[src/rtl/fp_acc_seq_if.sv]
// Stream-side interface of the float accumulator sequencer: burst control,
// operand input stream and final-result output stream.
interface fp_acc_seq_if #(
    parameter int WIDTH = 27,
    parameter int CNT_W = 8
);
    logic             start;
    logic [CNT_W-1:0] count;
    logic             busy;
    logic             in_valid;
    logic [WIDTH-1:0] in_data;
    logic             in_ready;
    logic             out_valid;
    logic [WIDTH-1:0] out_data;
    logic             out_err;
    logic             out_ready;

    // Producer/consumer side (drives bursts and operands, takes the result).
    modport master (
        output start, count, in_valid, in_data, out_ready,
        input  busy, in_ready, out_valid, out_data, out_err
    );

    // Accumulator side.
    modport slave (
        input  start, count, in_valid, in_data, out_ready,
        output busy, in_ready, out_valid, out_data, out_err
    );
endinterface

[src/rtl/fp_acc_seq.sv]
// Burst float accumulator sequencer. Sums N operands through one external
// fixed-latency adder, keeping the running sum and second operand in
// registers that feed the adder directly. Sign bits are stripped on entry
// and reported through a sticky error flag.
module fp_acc_seq #(
    parameter int WIDTH   = 27,
    parameter int CNT_W   = 8,
    parameter int ADD_LAT = 1
) (
    input  logic             clk,
    input  logic             rst,
    fp_acc_seq_if.slave      bus,
    output logic [WIDTH-1:0] add_a,
    output logic [WIDTH-1:0] add_b,
    input  logic [WIDTH-1:0] add_sum
);
    localparam int               WAIT_W    = 2;
    localparam logic [WAIT_W-1:0] WAIT_INIT = WAIT_W'(ADD_LAT - 1);
    localparam logic [CNT_W-1:0]  CNT_ZERO  = {CNT_W{1'b0}};
    localparam logic [CNT_W-1:0]  CNT_ONE   = CNT_W'(1);
    localparam logic [WIDTH-1:0]  DATA_ZERO = {WIDTH{1'b0}};

    typedef enum logic [2:0] {
        ST_IDLE   = 3'd0,
        ST_FIRST  = 3'd1,
        ST_ACCEPT = 3'd2,
        ST_ISSUE  = 3'd3,
        ST_WAIT   = 3'd4,
        ST_DONE   = 3'd5
    } state_t;

    // Operands are accumulated as magnitudes only.
    function automatic logic [WIDTH-1:0] clear_sign(input logic [WIDTH-1:0] x);
        return {1'b0, x[WIDTH-2:0]};
    endfunction

    state_t            state_r, state_s;
    logic [WIDTH-1:0]  acc_r, acc_s;
    logic [WIDTH-1:0]  opb_r, opb_s;
    logic [CNT_W-1:0]  rem_r, rem_s;
    logic [WAIT_W-1:0] wait_r, wait_s;
    logic [WIDTH-1:0]  out_data_r, out_data_s;
    logic              out_err_r, out_err_s;
    logic              in_ready_r;
    logic              out_valid_r;
    logic              busy_r;
    logic              in_hs_s;

    assign in_hs_s       = bus.in_valid & in_ready_r;
    assign add_a         = acc_r;
    assign add_b         = opb_r;
    assign bus.in_ready  = in_ready_r;
    assign bus.out_valid = out_valid_r;
    assign bus.out_data  = out_data_r;
    assign bus.out_err   = out_err_r;
    assign bus.busy      = busy_r;

    // Next-state and datapath update decisions.
    always_comb begin
        state_s    = state_r;
        acc_s      = acc_r;
        opb_s      = opb_r;
        rem_s      = rem_r;
        wait_s     = wait_r;
        out_data_s = out_data_r;
        out_err_s  = out_err_r;
        case (state_r)
            ST_IDLE: begin
                if (bus.start) begin
                    out_err_s = 1'b0;
                    if (bus.count == CNT_ZERO) begin
                        out_data_s = DATA_ZERO;
                        state_s    = ST_DONE;
                    end else begin
                        rem_s   = bus.count - CNT_ONE;
                        state_s = ST_FIRST;
                    end
                end else begin
                    state_s = ST_IDLE;
                end
            end
            ST_FIRST: begin
                if (in_hs_s) begin
                    acc_s     = clear_sign(bus.in_data);
                    out_err_s = out_err_r | bus.in_data[WIDTH-1];
                    if (rem_r == CNT_ZERO) begin
                        out_data_s = clear_sign(bus.in_data);
                        state_s    = ST_DONE;
                    end else begin
                        state_s = ST_ACCEPT;
                    end
                end else begin
                    state_s = ST_FIRST;
                end
            end
            ST_ACCEPT: begin
                if (in_hs_s) begin
                    opb_s     = clear_sign(bus.in_data);
                    out_err_s = out_err_r | bus.in_data[WIDTH-1];
                    state_s   = ST_ISSUE;
                end else begin
                    state_s = ST_ACCEPT;
                end
            end
            ST_ISSUE: begin
                // add_a/add_b are already stable; the adder samples them here.
                wait_s  = WAIT_INIT;
                state_s = ST_WAIT;
            end
            ST_WAIT: begin
                if (wait_r == {WAIT_W{1'b0}}) begin
                    acc_s = clear_sign(add_sum);
                    rem_s = rem_r - CNT_ONE;
                    if (rem_r == CNT_ONE) begin
                        out_data_s = clear_sign(add_sum);
                        state_s    = ST_DONE;
                    end else begin
                        state_s = ST_ACCEPT;
                    end
                end else begin
                    wait_s = wait_r - {{(WAIT_W-1){1'b0}}, 1'b1};
                end
            end
            ST_DONE: begin
                if (bus.out_ready) begin
                    state_s = ST_IDLE;
                end else begin
                    state_s = ST_DONE;
                end
            end
            default: begin
                state_s = ST_IDLE;
            end
        endcase
    end

    // State, datapath and registered handshake outputs.
    always_ff @(posedge clk) begin
        if (!rst) begin
            state_r     <= ST_IDLE;
            acc_r       <= DATA_ZERO;
            opb_r       <= DATA_ZERO;
            rem_r       <= CNT_ZERO;
            wait_r      <= {WAIT_W{1'b0}};
            out_data_r  <= DATA_ZERO;
            out_err_r   <= 1'b0;
            in_ready_r  <= 1'b0;
            out_valid_r <= 1'b0;
            busy_r      <= 1'b0;
        end else begin
            state_r     <= state_s;
            acc_r       <= acc_s;
            opb_r       <= opb_s;
            rem_r       <= rem_s;
            wait_r      <= wait_s;
            out_data_r  <= out_data_s;
            out_err_r   <= out_err_s;
            in_ready_r  <= (state_s == ST_FIRST) || (state_s == ST_ACCEPT);
            out_valid_r <= (state_s == ST_DONE);
            busy_r      <= (state_s != ST_IDLE);
        end
    end
endmodule

[src/flat_wrapper.sv]
// flat-port wrapper written by rule: the top's interface ports become plain ports
module fp_acc_seq_flat 
#(
    parameter int WIDTH   = 27,
    parameter int CNT_W   = 8,
    parameter int ADD_LAT = 1
)
  (clk, rst, add_a, add_b, add_sum, bus_start, bus_count, bus_in_valid, bus_in_data, bus_out_ready, bus_busy, bus_in_ready, bus_out_valid, bus_out_data, bus_out_err);
  fp_acc_seq_if #(.WIDTH(WIDTH), .CNT_W(CNT_W)) bus_i ();
  input  logic clk;
  input  logic rst;
  output logic [WIDTH-1:0] add_a;
  output logic [WIDTH-1:0] add_b;
  input  logic [WIDTH-1:0] add_sum;
  input wire logic [$bits(bus_i.start)-1:0] bus_start;
  input wire logic [$bits(bus_i.count)-1:0] bus_count;
  input wire logic [$bits(bus_i.in_valid)-1:0] bus_in_valid;
  input wire logic [$bits(bus_i.in_data)-1:0] bus_in_data;
  input wire logic [$bits(bus_i.out_ready)-1:0] bus_out_ready;
  output wire logic [$bits(bus_i.busy)-1:0] bus_busy;
  output wire logic [$bits(bus_i.in_ready)-1:0] bus_in_ready;
  output wire logic [$bits(bus_i.out_valid)-1:0] bus_out_valid;
  output wire logic [$bits(bus_i.out_data)-1:0] bus_out_data;
  output wire logic [$bits(bus_i.out_err)-1:0] bus_out_err;
  assign bus_i.start = bus_start;
  assign bus_i.count = bus_count;
  assign bus_i.in_valid = bus_in_valid;
  assign bus_i.in_data = bus_in_data;
  assign bus_i.out_ready = bus_out_ready;
  assign bus_busy = bus_i.busy;
  assign bus_in_ready = bus_i.in_ready;
  assign bus_out_valid = bus_i.out_valid;
  assign bus_out_data = bus_i.out_data;
  assign bus_out_err = bus_i.out_err;
  fp_acc_seq #(.WIDTH(WIDTH), .CNT_W(CNT_W), .ADD_LAT(ADD_LAT)) u_core (.clk(clk), .rst(rst), .bus(bus_i), .add_a(add_a), .add_b(add_b), .add_sum(add_sum));
endmodule
[config.mk]
export PLATFORM = sky130hd
export DESIGN_NAME = fp_acc_seq_flat
export DESIGN_NICKNAME = d
export VERILOG_FILES = /design/src/rtl/fp_acc_seq_if.sv /design/src/rtl/fp_acc_seq.sv /design/src/flat_wrapper.sv
export SDC_FILE = /design/constraint.sdc
export NUM_CORES = 1
export LEC_CHECK = 0
export ABC_AREA = 1
export CAP_MARGIN = 20
export CORE_MARGIN = 2
export CORE_UTILIZATION = 30
export CTS_CLUSTER_SIZE = 24
export DETAILED_ROUTE_END_ITERATION = 10
export GPL_TIMING_DRIVEN = 0
export PLACE_DENSITY = 0.6
export SLEW_MARGIN = 20
export SYNTH_ARGS = -nofsm -noshare
export SYNTH_HDL_FRONTEND = slang
export SYNTH_SLANG_ARGS = --single-unit
[constraint.sdc]
create_clock -name clk -period 2.8 [get_ports clk]
set_input_delay 0.56 -clock clk [delete_from_list [all_inputs] [get_ports clk]]
set_output_delay 0.56 -clock clk [all_outputs]
set_load 0.02 [all_outputs]
==> results of run 1 <==
cell usage after synthesis:
cell,n,area (um2)
sky130_fd_sc_hd__a21oi_1,37,185
sky130_fd_sc_hd__a31oi_1,27,169
sky130_fd_sc_hd__buf_1,3,11.3
sky130_fd_sc_hd__buf_2,14,70.1
sky130_fd_sc_hd__buf_4,6,45.0
sky130_fd_sc_hd__buf_6,2,22.5
sky130_fd_sc_hd__clkbuf_1,15,56.3
sky130_fd_sc_hd__conb_1,1,3.75
sky130_fd_sc_hd__dfxtp_1,95,1900
sky130_fd_sc_hd__ha_1,6,75.1
sky130_fd_sc_hd__inv_1,81,304
sky130_fd_sc_hd__inv_2,8,30.0
sky130_fd_sc_hd__inv_4,1,6.26
sky130_fd_sc_hd__mux2i_1,1,10.0
sky130_fd_sc_hd__nand2_1,185,694
sky130_fd_sc_hd__nand2_2,5,31.3
sky130_fd_sc_hd__nand2_4,1,11.3
sky130_fd_sc_hd__nand3_1,20,100
sky130_fd_sc_hd__nand3_4,2,35.0
sky130_fd_sc_hd__nand4_1,30,188
sky130_fd_sc_hd__nor2_1,91,342
sky130_fd_sc_hd__nor2_2,3,18.8
sky130_fd_sc_hd__nor2_4,2,22.5
sky130_fd_sc_hd__nor2_8,1,20.0
sky130_fd_sc_hd__nor3_1,3,15.0
sky130_fd_sc_hd__o21a_1,1,7.51
sky130_fd_sc_hd__o21ai_0,55,275
sky130_fd_sc_hd__o21ai_1,14,70.1
sky130_fd_sc_hd__o21ai_2,1,8.76
sky130_fd_sc_hd__o21bai_2,1,11.3
sky130_fd_sc_hd__xnor2_1,1,8.76
sky130_fd_sc_hd__xor2_1,1,8.76
logic make-up after synthesis:
group                    Yosys count
XOR/XNOR                           2
AND/OR/NAND/NOR                  343
buffers and inverters            130
multiplexers                       1
adder cells (fa/ha/maj)            6
flip-flops                        95
AO/OA/AOI/OAI                    136
other                              1
registers in the layout, summed over array words and instances, names as in the netlist:
signal                count
u_core.add_a             26
u_core.add_b             26
u_core.bus.busy           1
u_core.bus.in_ready       1
u_core.bus.out_data      26
u_core.bus.out_err        1
u_core.bus.out_valid      1
u_core.rem_r              8
u_core.state_r            3
u_core.wait_r             2
routing by layer:
| layer | global-route usage (%) | part of all wire [%] | up-vias |
|---|---|---|---|
| li1 | - | - | 2612 |
| met1 | 25.0 | 45 | 2247 |
| met2 | 30.0 | 45 | 160 |
| met3 | 3.28 | 7.0 | 21 |
| met4 | 7.53 | 2.5 | 0 |
| met5 | 0 | 0 | - |
final timing paths:
check / from / to / slack (ns) / cells after the start
max: bus_count[0] / u_core.bus.out_data[15]$_SDFFE_PN0P_ / 0.62 / 11
min: u_core.add_b[15]$_SDFFE_PN0N_ / u_core.add_b[15]$_SDFFE_PN0N_ / 0.44 / 2
max reg2reg: u_core.rem_r[1]$_SDFFE_PN0P_ / u_core.bus.out_data[15]$_SDFFE_PN0P_ / 0.88 / 10
min reg2reg: u_core.add_b[15]$_SDFFE_PN0N_ / u_core.add_b[15]$_SDFFE_PN0N_ / 0.44 / 2
cell type report:
cell class | instances | area (um2) | share of cell area [%]
inverter | 90 | 340 | 5.00
clock inverter | 6 | 67.6 | 0.993
sequential | 95 | 1900 | 28.0
buffer | 40 | 205 | 3.02
tap | 216 | 270 | 3.97
multi-input combinational | 491 | 2320 | 34.1
timing repair buffer | 146 | 1460 | 21.5
clock buffer | 10 | 239 | 3.51
worst reg2reg max path, delay by kind of cell (launching register included):
| kind | cells | cell delay [ns] |
|---|---|---|
| simple gates | 6 | 0.82 |
| flops | 1 | 0.33 |
| buf+inv | 3 | 0.53 |
| fa+ha+maj | 1 | 0.15 |
power by group through the flow:
stage | clock, mW | sequential, mW | combinational (mW)
finish | 1.29 | 1.51 | 0.917
floorplan | 0 | 1.62 | 0.451
global route | 1.37 | 1.52 | 1.02
detailed placement | 0 | 1.54 | 0.917
CTS | 1.32 | 1.51 | 0.921
global placement | 0 | 1.54 | 0.915
layout by cell type, fill, tap and decap left out, drive strengths merged, types with 3 or more instances in the layout:
cell type,instances
nand2,191
nor3,3
nand3,22
inv,91
conb,3
a21oi,37
a31oi,27
o21ai,70
clkdlybuf4s50,146
ha,6
nand4,30
dfxtp,95
nor2,97
buf,25
clkbuf,25
metrics by stage:
stage	total power [mW]	worst slack [ns]
4_1_cts	3.75	0.624
6_report	3.72	0.622
3_3_place_gp	2.45	0.269
2_1_floorplan	2.07	1.04
3_5_place_dp	2.45	0.242
5_1_grt	3.90	0.367
==> impl_metrics.env, run 1 <==
export IMPL_run_status="finished clean"
export IMPL_ys_seq_area_share_pct=40.0
export IMPL_synth_adder_area_share_pct=1.58
export IMPL_grt_pass1_vias=4712
export IMPL_post_synth_xor_area_fraction_pct=0.368
export IMPL_critical_path_buf_inv_count=3
export IMPL_hold_class="reg2reg"
export IMPL_drc=0
export IMPL_crit_arrival_ns=2.44
export IMPL_fin_area_um2=6800
export IMPL_worstSetupStartpointType="input pin"
export IMPL_syn_cell_area_um2=4760
export IMPL_tightestPinTransition_ns=0.575
export IMPL_post_cts_repair_setup_buffers=0
export IMPL_track_usage_pct=18.7
export IMPL_seq_power_share_pct=40.5
export IMPL_route_vias_total=5040
export IMPL_synth_seq_cells=95
export IMPL_tns_ns=0
export IMPL_cts_made_buffers=9
export IMPL_post_place_cells=1078
export IMPL_num_io_pins=152
export IMPL_cell_internal_pwr_mw=2.55
export IMPL_power_net_switching_mw=1.17
export IMPL_share_of_cell_area_taken_by_muxes_after_synthesis_pct=0.210
export IMPL_power_density_nw_per_um2=546
export IMPL_whs_ns=0.444
export IMPL_crit_slowest_cell="sky130_fd_sc_hd__clkdlybuf4s50_1"
export IMPL_maximum_number_of_pins_on_one_net_before_global_route_repair=17
export IMPL_dieWidth_um=130
export IMPL_drt_iter0_drc=353
export IMPL_cts_tree="done"
export IMPL_htree_levels=3
export IMPL_clock_skew_final_ns=0.00831
export IMPL_timing_final_crit_period_ns=2.18
export IMPL_final_fill_count=1635
export IMPL_final_net_count=946
export IMPL_clk_latency_ns=0.36
export IMPL_drt_pre_antenna_iters=4
export IMPL_main_combinational_cell_family_by_area_after_synthesis="simple AND/OR/NAND/NOR gates"
export IMPL_max_freq_mhz=459
export IMPL_postLayoutCoreUtil_pct=43.3
export IMPL_floorplan_core_area_um2=15700
export IMPL_antenna_cells_inserted=0
export IMPL_timing_critical_path_fanout_max=10
export IMPL_final_antenna_net_count=0
export IMPL_final_min_period_over_clock_period_pct=77.8
export IMPL_fp_dieArea_um2=16900
export IMPL_worst_path_dominant_cell_family="simple AND/OR/NAND/NOR gates"
export IMPL_total_leakage_power_nw=2.87
export IMPL_globalplace_congestion=0.848
export IMPL_grt_first_pass_wirelength_mm=24.4
export IMPL_dpl_cell_area_um2=6500
export IMPL_synth_avg_cell_area_um2=6.66
export IMPL_clock_tree_root_cell="sky130_fd_sc_hd__clkbuf_16"
export IMPL_tritoncts_num_sinks=95
export IMPL_routed_len_inst_um=14.4
export IMPL_area_delta_synth_final_pct=43.0
export IMPL_irDropWorstVdd_mv=0.309
export IMPL_setup_worst_path_class="in2reg"
export IMPL_synth_simple_area_share_pct=31.1
export IMPL_p_comb_share_pct=24.7
export IMPL_crit_chain="clkdlybuf4s50_1 -> inv_1 -> ha_1 -> nand3_1 -> nor2_1 -> nor2_1 -> nor2_4 -> buf_2 -> nand4_1 -> nand2_1 -> nor2_1"
export IMPL_antenna_found_initial=0
export IMPL_clock_tree_buffer_depth=2
export IMPL_crit_top_cell="sky130_fd_sc_hd__nor2_1"
export IMPL_critPathRequiredTime_ns=3.06
export IMPL_route_final_wire_length_mm=15.7
export IMPL_hold_violations=0
export IMPL_timing_final_setup_violations=0
export IMPL_globalRouteOverflowTotal=0
export IMPL_initial_util_pct=30.3
export IMPL_drt_vias_per_instance=4.61
export IMPL_dpl_hpwl_mm=12.0
export IMPL_final_max_slew_violation_count=0
export IMPL_placement_rows=46
export IMPL_synth_distinct_cells=32
export IMPL_yosysWarningCount=0
export IMPL_p_sw_share_pct=31.3
export IMPL_final_layout_size_suffix_gt1_share_pct=7.18
export IMPL_post_layout_nonfiller_instances=1094
export IMPL_cts_resized=0
export IMPL_die_h_um=130
export IMPL_post_synth_inst_count=714
export IMPL_slew_limit_headroom_pct=61.7
export IMPL_proportion_of_power_drawn_by_the_clock_network_pct=34.8
export IMPL_compound_cell_area_share_of_the_yosys_netlist_pct=15.3
export IMPL_cp_end_kind="register"
export IMPL_rsz0062_at_grt="false"
export IMPL_clk_pin_slew_ns=0.07
export IMPL_maxCapViolations=0
export IMPL_portBuffers=146
export IMPL_longest_individual_stage_delay_on_the_worst_path_ns=0.40
export IMPL_cts_hold_buffers=0
No activity file was read; power rests on OpenSTA's default activity.
==> run 2, diff against run 1 <==
==> constraint.sdc (replaced) <==
create_clock -name clk -period 2.1 [get_ports clk]
set_input_delay 0.42 -clock clk [delete_from_list [all_inputs] [get_ports clk]]
set_output_delay 0.42 -clock clk [all_outputs]
set_load 0.02 [all_outputs]
==> run 2 against run 1 <==
  * Critical path depth fell by 4
  * Sequential power rose by 33%
  * Final area rose by 0.48%
  * Worst setup slack got worse by 0.45 ns
  * Worst hold slack barely moved
  * Sequential share of layout area fell by 0.13 points
  * Count of clock-buffer cells in the layout did not move
  * Clock power rose by 34%
==> impl_metrics.env, run 2 (synthesis gave the netlist of run 1 again) <==
export IMPL_crit_slowest_cell="sky130_fd_sc_hd__clkdlybuf4s50_1"
export IMPL_mostFrequentLayoutCells="sky130_fd_sc_hd__nand2_1 (185), sky130_fd_sc_hd__clkdlybuf4s50_1 (146), sky130_fd_sc_hd__dfxtp_1 (95), sky130_fd_sc_hd__nor2_1 (90), sky130_fd_sc_hd__inv_1 (80)"
export IMPL_drt_iter0_drc=379
export IMPL_final_min_period_over_clock_period_pct=91.8
export IMPL_die_h_um=130
export IMPL_cp_end_kind="register"
export IMPL_post_layout_nonfiller_instances=1097
export IMPL_worstSetupStartpointType="input pin"
export IMPL_placement_rows=46
export IMPL_drt_vias_per_instance=4.61
export IMPL_slew_limit_headroom_pct=62.0
export IMPL_setup_worst_path_class="in2reg"
export IMPL_hold_violations=0
export IMPL_drc=0
export IMPL_final_max_slew_violation_count=0
export IMPL_timing_final_setup_violations=0
export IMPL_mostFrequentLayoutCell="sky130_fd_sc_hd__nand2_1"
export IMPL_track_usage_pct=18.7
export IMPL_timing_critical_path_fanout_max=10
export IMPL_critPathRequiredTime_ns=2.33
export IMPL_antenna_cells_inserted=0
export IMPL_worst_hold_startpoint="u_core.add_b[15]$_SDFFE_PN0N_"
export IMPL_clock_skew_final_ns=0.00860
export IMPL_antenna_found_initial=0
export IMPL_tightestPinTransition_ns=0.570
export IMPL_layout_area_seq_um2=1900
export IMPL_rsz0062_at_grt="false"
export IMPL_clock_tree_root_cell="sky130_fd_sc_hd__clkbuf_16"
export IMPL_clock_tree_buffer_depth=2
export IMPL_portBuffers=146
export IMPL_maximum_number_of_pins_on_one_net_before_global_route_repair=17
export IMPL_grt_pass1_vias=4712
export IMPL_maxCapViolations=0
export IMPL_cts_hold_buffers=0
export IMPL_htree_levels=3
export IMPL_crit_arrival_ns=2.15
export IMPL_final_net_count=949
export IMPL_initial_util_pct=30.3
export IMPL_power_density_nw_per_um2=728
export IMPL_irDropWorstVdd_mv=0.411
export IMPL_route_vias_total=5061
export IMPL_clk_latency_ns=0.36
export IMPL_fp_dieArea_um2=16900
export IMPL_drt_pre_antenna_iters=4
export IMPL_max_freq_mhz=519
export IMPL_dieWidth_um=130
export IMPL_tritoncts_num_sinks=95
export IMPL_fin_total_pwr_mw=4.97
export IMPL_globalRouteOverflowTotal=0
export IMPL_total_leakage_power_nw=2.89
export IMPL_rrSetupSlack_ns=0.28
export IMPL_floorplan_core_area_um2=15700
export IMPL_final_layout_size_suffix_gt1_share_pct=7.95
export IMPL_num_io_pins=152
export IMPL_reg2reg_depth=11
export IMPL_cts_tree="done"
export IMPL_whs_ns=0.444
export IMPL_cts_made_buffers=9
export IMPL_globalplace_congestion=0.848
export IMPL_timing_final_crit_period_ns=1.93
export IMPL_longest_individual_stage_delay_on_the_worst_path_ns=0.46
export IMPL_holdPathStages=2
export IMPL_footprint_of_the_multi_input_gates_um2=2320
export IMPL_dpl_hpwl_mm=12.0
export IMPL_routed_len_inst_um=14.5
export IMPL_critical_r2r_capture="u_core.bus.out_data[22]$_SDFFE_PN0P_"
export IMPL_crit_chain="clkdlybuf4s50_1 -> nand2_1 -> inv_1 -> nand3_1 -> clkbuf_1 -> o21ai_0 -> a21oi_1"
export IMPL_final_antenna_net_count=0
export IMPL_hold_class="reg2reg"
export IMPL_final_fill_count=1635
export IMPL_clk_pin_slew_ns=0.07
export IMPL_critical_path_reg2reg_startpoint="u_core.rem_r[0]$_SDFFE_PN0P_"
export IMPL_holdPathEnd="u_core.add_b[15]$_SDFFE_PN0N_"
export IMPL_post_place_cells=1078
export IMPL_run_status="finished clean"
export IMPL_area_delta_synth_final_pct=43.7
export IMPL_grt_first_pass_wirelength_mm=24.4
export IMPL_route_final_wire_length_mm=15.9
run 2: cell count changes in the layout (fill, tap and decap cells not counted), moves of 2 or more:
cell / change
sky130_fd_sc_hd__buf_2: -2
sky130_fd_sc_hd__buf_4: +5
sky130_fd_sc_hd__clkbuf_1: -2
sky130_fd_sc_hd__clkbuf_2: +2
run 2: worst max-delay path, delay by kind of cell:
kind                   cells  cell delay (ns)
AO/OA/AOI/OAI              2             0.31
buffers and inverters      3             0.95
AND/OR/NAND/NOR            2             0.48
run 2: worst max-delay path by stage:
stage,endpoint,start,cells past startpoint
detailed placement,u_core.bus.out_data[15]$_SDFFE_PN0P_,bus_count[0],11
floorplan,u_core.bus.out_data[10]$_SDFFE_PN0P_,bus_count[0],10
global route,u_core.add_b[5]$_SDFFE_PN0N_,bus_in_valid,7
global placement,u_core.bus.out_data[15]$_SDFFE_PN0P_,bus_count[0],11
CTS,u_core.bus.out_data[15]$_SDFFE_PN0P_,bus_count[0],11
finish,u_core.add_b[5]$_SDFFE_PN0N_,bus_in_valid,7
run 2: final cells by class:
| type | count | area share, % |
|---|---|---|
| multi-input combinational | 491 | 33.9 |
| sequential | 95 | 27.8 |
| timing repair buffer | 149 | 21.7 |
| inverter | 90 | 4.98 |
| tap | 216 | 3.95 |
| clock buffer | 10 | 3.50 |
| buffer | 40 | 3.11 |
| clock inverter | 6 | 0.988 |
run 2: per-layer routing:
layer	track usage, %	wire [um]	vias up
li1	-	-	2621
met1	25.0	7270	2269
met2	30.0	7180	150
met3	3.28	1000	21
met4	7.53	395	0
met5	0	0	-
run 2: where the power goes:
group          switching [mW]  internal (mW)  total [mW]  leakage, nW
logic                   0.709          0.531        1.24         1.97
clock network           0.766          0.961        1.73        0.145
registers              0.0842           1.92        2.01        0.772
total                    1.56           3.42        4.97         2.89
run 2: what timing repair did:
| item | 4_1_cts | 5_1_grt |
|---|---|---|
| setup endpoints to repair | 0 | 20 |
| gates resized for setup | 0 | 10 |
| buffers inserted | 0 | 3 |
run 2: metrics by stage:
stage / worst slack (ns) / cell area, um2 / TNS (ns) / utilization (%)
after floorplan: 0.481 / 4770 / 0 / -
after global placement: -0.291 / 6500 / -10.74 / 41.4
after detailed placement: -0.318 / 6500 / -11.87 / 41.4
after CTS: 0.0642 / 6800 / 0 / 43.3
after global routing: 0.00872 / 6840 / 0 / 43.5
final: 0.173 / 6840 / 0 / 43.5
